### src/rtl/kyber_coef_loader.sv
`timescale 1ns/1ps
// kyber_coef_loader
//   Upstream feeder for the 4-PE Kyber polynomial multiplier. Collects one
//   polynomial of N coefficients from a valid/ready stream, reducing each
//   value once mod Q, then replays it as N/PE_NUMBER packed words in a single
//   burst that is preceded by a one-cycle load strobe on the selected port.
//
// Ports
//   clk, reset_n           rising-edge clock, asynchronous active-low reset
//   coef_i/coef_vld_i      input coefficient stream (handshake in FILL)
//   coef_rdy_o             high only while collecting a frame
//   tgt_i                  frame target, sampled with coefficient index 0
//                          (0=a_f, 1=a_i, 2=b_f, 3=b_i)
//   flush_i                drop the partially filled frame
//   load_a_f..load_b_i     one-cycle load strobe, exactly one per frame
//   din/din_vld            packed burst word, lane 0 in the LSBs
//   frame_done             one-cycle pulse after the last burst word
//
// PE_NUMBER and N are expected to be powers of two.
module kyber_coef_loader #(
  parameter int PE_NUMBER = 4,
  parameter int N         = 256,
  parameter int Q         = 3329
) (
  input  logic                      clk,
  input  logic                      reset_n,
  input  logic [11:0]               coef_i,
  input  logic                      coef_vld_i,
  output logic                      coef_rdy_o,
  input  logic [1:0]                tgt_i,
  input  logic                      flush_i,
  output logic                      load_a_f,
  output logic                      load_a_i,
  output logic                      load_b_f,
  output logic                      load_b_i,
  output logic [12*PE_NUMBER-1:0]   din,
  output logic                      din_vld,
  output logic                      frame_done
);

  localparam int WORDS = N / PE_NUMBER;
  localparam int FW    = $clog2(N);
  localparam int BW    = $clog2(WORDS);
  localparam int LW    = $clog2(PE_NUMBER);

  localparam logic [FW-1:0] FILL_LAST  = FW'(N - 1);
  localparam logic [BW-1:0] BURST_LAST = BW'(WORDS - 1);
  localparam logic [11:0]   Q12        = 12'(Q);

  typedef enum logic [1:0] {
    S_FILL,
    S_STROBE,
    S_BURST
  } state_t;

  state_t                    r_state;
  state_t                    w_next;
  logic                      w_hs;
  logic [FW-1:0]             r_fill_cnt;
  logic [BW-1:0]             r_burst_cnt;
  logic [1:0]                r_tgt;
  logic [3:0]                r_load;
  logic [12*PE_NUMBER-1:0]   r_din;
  logic                      r_din_vld;
  logic                      r_frame_done;
  logic [11:0]               w_red;
  logic [BW-1:0]             w_rd_idx;
  logic [FW-1:0]             w_base;
  logic [12*PE_NUMBER-1:0]   w_word;
  logic [11:0]               r_mem [N];

  // A 12-bit input is below 2*Q, so one conditional subtract is canonical.
  assign w_red = (coef_i >= Q12) ? (coef_i - Q12) : coef_i;

  // Ready is forced low while reset is held even though the state already
  // sits in FILL.
  assign coef_rdy_o = reset_n & (r_state == S_FILL);

  // ---------------------------------------------------------------------
  // FSM: state register + next-state logic
  // ---------------------------------------------------------------------
  always_ff @(posedge clk or negedge reset_n) begin
    if (!reset_n) r_state <= S_FILL;
    else          r_state <= w_next;
  end

  // NOTE: every signal written here gets a default first, so no path can
  // leave it unassigned and infer a latch.
  always_comb begin
    w_next = r_state;
    w_hs   = 1'b0;
    unique case (r_state)
      S_FILL: begin
        // flush wins over a coincident handshake
        w_hs = coef_vld_i & ~flush_i;
        if (w_hs && (r_fill_cnt == FILL_LAST)) w_next = S_STROBE;
      end
      S_STROBE: w_next = S_BURST;
      S_BURST:  if (r_burst_cnt == BURST_LAST) w_next = S_FILL;
      default:  w_next = S_FILL;
    endcase
  end

  // ---------------------------------------------------------------------
  // Coefficient buffer
  // ---------------------------------------------------------------------
  // NOTE: the buffer has no reset; its contents are always rewritten before
  // they are replayed, and leaving it unreset lets it map onto RAM.
  always_ff @(posedge clk) begin
    if (w_hs) r_mem[r_fill_cnt] <= w_red;
  end

  // The word registered into din is the one shown in the next cycle:
  // word 0 while in STROBE, word counter+1 while in BURST.
  assign w_rd_idx = (r_state == S_STROBE) ? '0 : r_burst_cnt + 1'b1;
  assign w_base   = {w_rd_idx, LW'(0)};

  always_comb begin
    w_word = '0;
    for (int k = 0; k < PE_NUMBER; k++) begin
      w_word[12*k +: 12] = r_mem[w_base + FW'(k)];
    end
  end

  // ---------------------------------------------------------------------
  // Counters, target latch and registered outputs
  // ---------------------------------------------------------------------
  // NOTE: sequential state uses non-blocking assignments so every register
  // samples pre-edge values regardless of statement order.
  always_ff @(posedge clk or negedge reset_n) begin
    if (!reset_n) begin
      r_fill_cnt   <= '0;
      r_burst_cnt  <= '0;
      r_tgt        <= '0;
      r_load       <= '0;
      r_din        <= '0;
      r_din_vld    <= 1'b0;
      r_frame_done <= 1'b0;
    end else begin
      r_load       <= '0;
      r_frame_done <= 1'b0;
      unique case (r_state)
        S_FILL: begin
          if (flush_i) begin
            r_fill_cnt <= '0;
          end else if (w_hs) begin
            if (r_fill_cnt == '0) r_tgt <= tgt_i;
            if (r_fill_cnt == FILL_LAST) begin
              r_fill_cnt <= '0;
              r_load     <= 4'b0001 << r_tgt;
            end else begin
              r_fill_cnt <= r_fill_cnt + 1'b1;
            end
          end
        end
        S_STROBE: begin
          r_din       <= w_word;
          r_din_vld   <= 1'b1;
          r_burst_cnt <= '0;
        end
        S_BURST: begin
          if (r_burst_cnt == BURST_LAST) begin
            r_din_vld    <= 1'b0;
            r_frame_done <= 1'b1;
            r_burst_cnt  <= '0;
          end else begin
            r_din       <= w_word;
            r_burst_cnt <= r_burst_cnt + 1'b1;
          end
        end
        default: ;
      endcase
    end
  end

  assign load_a_f   = r_load[0];
  assign load_a_i   = r_load[1];
  assign load_b_f   = r_load[2];
  assign load_b_i   = r_load[3];
  assign din        = r_din;
  assign din_vld    = r_din_vld;
  assign frame_done = r_frame_done;

endmodule

### config.mk
export PLATFORM = sky130hd
export DESIGN_NAME = kyber_coef_loader
export DESIGN_NICKNAME = d
export VERILOG_FILES = /design/src/rtl/kyber_coef_loader.sv
export SDC_FILE = /design/constraint.sdc
export NUM_CORES = 2
export LEC_CHECK = 0
export ABC_CLOCK_PERIOD_IN_PS = 4700
export CAP_MARGIN = 30
export CORE_ASPECT_RATIO = 1.2
export CORE_MARGIN = 1.5
export CORE_UTILIZATION = 30
export DETAILED_ROUTE_END_ITERATION = 16
export PLACE_DENSITY = 0.52
export SETUP_SLACK_MARGIN = 0.5
export SYNTH_ARGS = -nofsm -noshare
export SYNTH_HDL_FRONTEND = slang
export SYNTH_SLANG_ARGS = --single-unit
### constraint.sdc
create_clock -name clk -period 4.7 [get_ports clk]
set_input_delay 0.94 -clock clk [delete_from_list [all_inputs] [get_ports clk]]
set_output_delay 0.94 -clock clk [all_outputs]
set_load 0.01 [all_outputs]
==> qor.csv <==
stage,metric,value,unit
run_status,status,"complete, no violations",
setup_path,slowest_delay,780,ps
yosys,syn-instance-count,7499,
timing,finalSetupViolCount,0,
timing,post-route-period-util,84.8,%
yosys,synth.area.top_cells,"edfxtp_1 (75%), mux4_2 (3.9%), mux2i_1 (2.4%)",
setup_path,end_kind,register,
placed_design,place_area,136000,µm²
yosys,avgSynthCellArea,16.5,µm²
global_routing,overflow,0,
pwr,pwr_density_cell,387,nW/µm²
yosys,ys.flop_type,edfxtp_1,
placed_design,hpwl,291,mm
timing,final_max_slew_viol_count,0,
global_routing,grt_usage,21.3,%
setup_path,crit_path_cell_trace,inv_1 -> ha_4 -> or2_4 -> buf_12 -> mux4_2 -> a2111oi_0 -> buf_4 -> nor2_1 -> a211o_1,
yosys,ys_ff_latch,3144,
setup_path,cp.required,5460,ps
final_layout,final_nets,8110,
floorplan,rows,258,
detailed_routing,wl,456,mm
placed_design,port_buffers,72,
clock_network,htreeDepth,5,
timing,hold_viol,0,
yosys,yosys.area.top_type,edfxtp_1,
global_routing,grt_pass1_vias,74500,
timing,skew,50.7,ps
timing,period_minus_slack,3990,ps
final_layout,syn_to_final_growth,18.4,%
yosys,seq_area_frac_synth,76.1,%
pwr,sw_frac_of_total,20.3,%
yosys,ys_types,82,
floorplan,die-area,416000,µm²
global_routing,use_met3,4.12,%
clock_network,cts_sinks,3144,
global_routing,grtUsageMet1,26.3,%
detailed_routing,vias,76800,
detailed_routing,routedWlPerCell,33.1,µm
placed_design,dp.cells,13200,
floorplan,die_y,706,µm
timing,rsz0062_at_grt,false,
timing,slew_headroom,31.0,%
setup_path,cp_data_arrival_time,4750,ps
clock_network,holdBufCountCts,0,
global_routing,grt_pass1_wl,620,mm
placed_design,pre_cts_ws,250,ps
final_layout,drive_gt1_share,18.7,%
yosys,synth_edf_count,3072,
setup_path,slowest_stage,or2_4,
floorplan,initial_core_util,30.1,%
pwr,pwr-share-seq,54.6,%
pwr,p_comb_share,1.7,%
clock_network,cts_tree,yes,
detailed_routing,ant_nets,0,
pwr,power_frac_clock,43.7,%
yosys,yosysWarnings,0,
global_routing,grt_max_degree,104,
timing,worst_pin_slew,1030,ps
global_routing,grt-busiest-layer,met2,
yosys,synth_common_cells,"edfxtp_1 (3072), nand2_1 (659), nor2_1 (489)",
detailed_routing,drc,0,
job,drv_cap,0,
worst_hold_path,hp-class,in -> async,
floorplan,ios,73,
clock_network,clk_pin_slew_worst_paths,60,ps
pwr,p_leak,47.2,nW
yosys,netlist.area_leader.share,74.7,%
pwr,p_sw,0.0115,W
yosys,yosysMostFrequentCell,edfxtp_1,
final_layout,finish.instance_area,146000,µm²
setup_path,cp-start-kind,register,
floorplan,core,411000,µm²
yosys,synth-async-reset-ratio,2.29,%
placed_design,gp_congestion,0.873,
timing,worst_slack,712,ps
yosys,synth.cell_area,124000,µm²
final_layout,fin_cells,13800,
clock_network,clk_latency,930,ps
yosys,syn_nets,7527,
clock_network,clk_path_buf_depth,4,
clock_network,cts-buffers-inserted,304,
detailed_routing,avgViaCountPerCell,5.57,
global_routing,grt_use_met2,35.8,%
pwr,internal_power,0.0451,W
global_routing,antenna_found_initial,28,
setup_path,crit_fanout,29,
clock_network,cts_root_buf,clkbuf_16,
floorplan,dieWidth,589,µm
setup_path,worstSetupPathType,reg -> reg,
detailed_routing,drt_iter0_markers,10000,
pwr,peakVddDrop,0.234,mV
timing,max_freq,251,MHz
detailed_routing,dr.pass1.iters,7,
## worst max-delay path, delay by kind of cell (launching register included)
family | cells | cell delay [ps]
and+or+nand+nor | 2 | 820
DFF | 1 | 380
buffers and inverters | 3 | 710
adders and majority gates | 1 | 320
muxes | 1 | 530
AOI/OAI and AO/OA | 2 | 1020
## layer usage
metal / part of all wire (%) / up-vias / wire [µm]
met2: 49 / 4038 / 221000
met3: 8.5 / 808 / 38800
met1: 38 / 40700 / 172000
li1: - / 31300 / -
met5: 0.023 / - / 107
met4: 5.2 / 16 / 23700
## stage by stage
step	utilization [%]	setup TNS [ps]	total power, W	hold slack (ps)
3_3_place_gp	33.2	0	0.0324	463
3_5_place_dp	33.2	0	0.0325	481
5_1_grt	35.6	0	0.0579	270
4_1_cts	35.6	0	0.0570	241
2_1_floorplan	-	-1455830	0.0319	444
6_report	35.6	0	0.0566	268
## final timing paths
path,start,endpoint,slack [ps],cells after the start
hold / removal,reset_n,r_tgt[1],270,2
min in group clk,r_tgt[0],r_load[2],490,1
setup reg to reg,r_state[1],din[8],710,9
hold reg to reg,r_tgt[0],r_load[2],490,1
max in group asynchronous,reset_n,r_burst_cnt[0],3020,3
setup / recovery,r_state[1],din[8],710,9
## cell type report
class	count	area [µm²]
well taps	5460	6830
inverters	14	63.8
repair buffers	823	7990
clock inverters	144	1630
fillers	38600	264000
diodes	14	35.0
multi-input cells	3795	27500
flip-flops and latches	3144	94100
clock buffers	395	8200
## logic make-up after synthesis
group,share of synthesized area [%]
fa+ha+maj,0.101
compound gates,9.13
mux,7.00
buf+inv,2.08
flops,76.1
xor+xnor,0.128
simple gates,5.46
## flip-flops by register name, summed over array words and instances (netlist names)
name         count
din             48
din_vld          1
frame_done       1
r_burst_cnt      6
r_fill_cnt       8
r_load           4
r_mem         3072
r_state          2
r_tgt            2
## what timing repair did
action,in CTS,in global routing
buffers inserted,2,0
resized for setup,1,0
endpoints found under the setup margin,1,0
## layout by cell type (no fill, tap or decap), types with 144 or more instances in the layout
master     count
a21oi_1      220
buf_4        622
clkbuf_16    310
edfxtp_1    3072
mux2i_1      293
mux4_2       214
nand2_1      655
nand3_1      237
nor2_1       473
o21ai_0      272
o221ai_1     169
o22ai_1      144
## power groups by stage
| stage | clock network (W) | logic [W] | registers (W) |
|---|---|---|---|
| after floorplan | 0 | 0.000304 | 0.0316 |
| after detailed placement | 0 | 0.000950 | 0.0315 |
| after global placement | 0 | 0.000904 | 0.0315 |
| final | 0.0248 | 0.000946 | 0.0309 |
| after CTS | 0.0251 | 0.000951 | 0.0309 |
| after global routing | 0.0260 | 0.000996 | 0.0309 |
No activity file was read; power rests on OpenSTA's default activity.
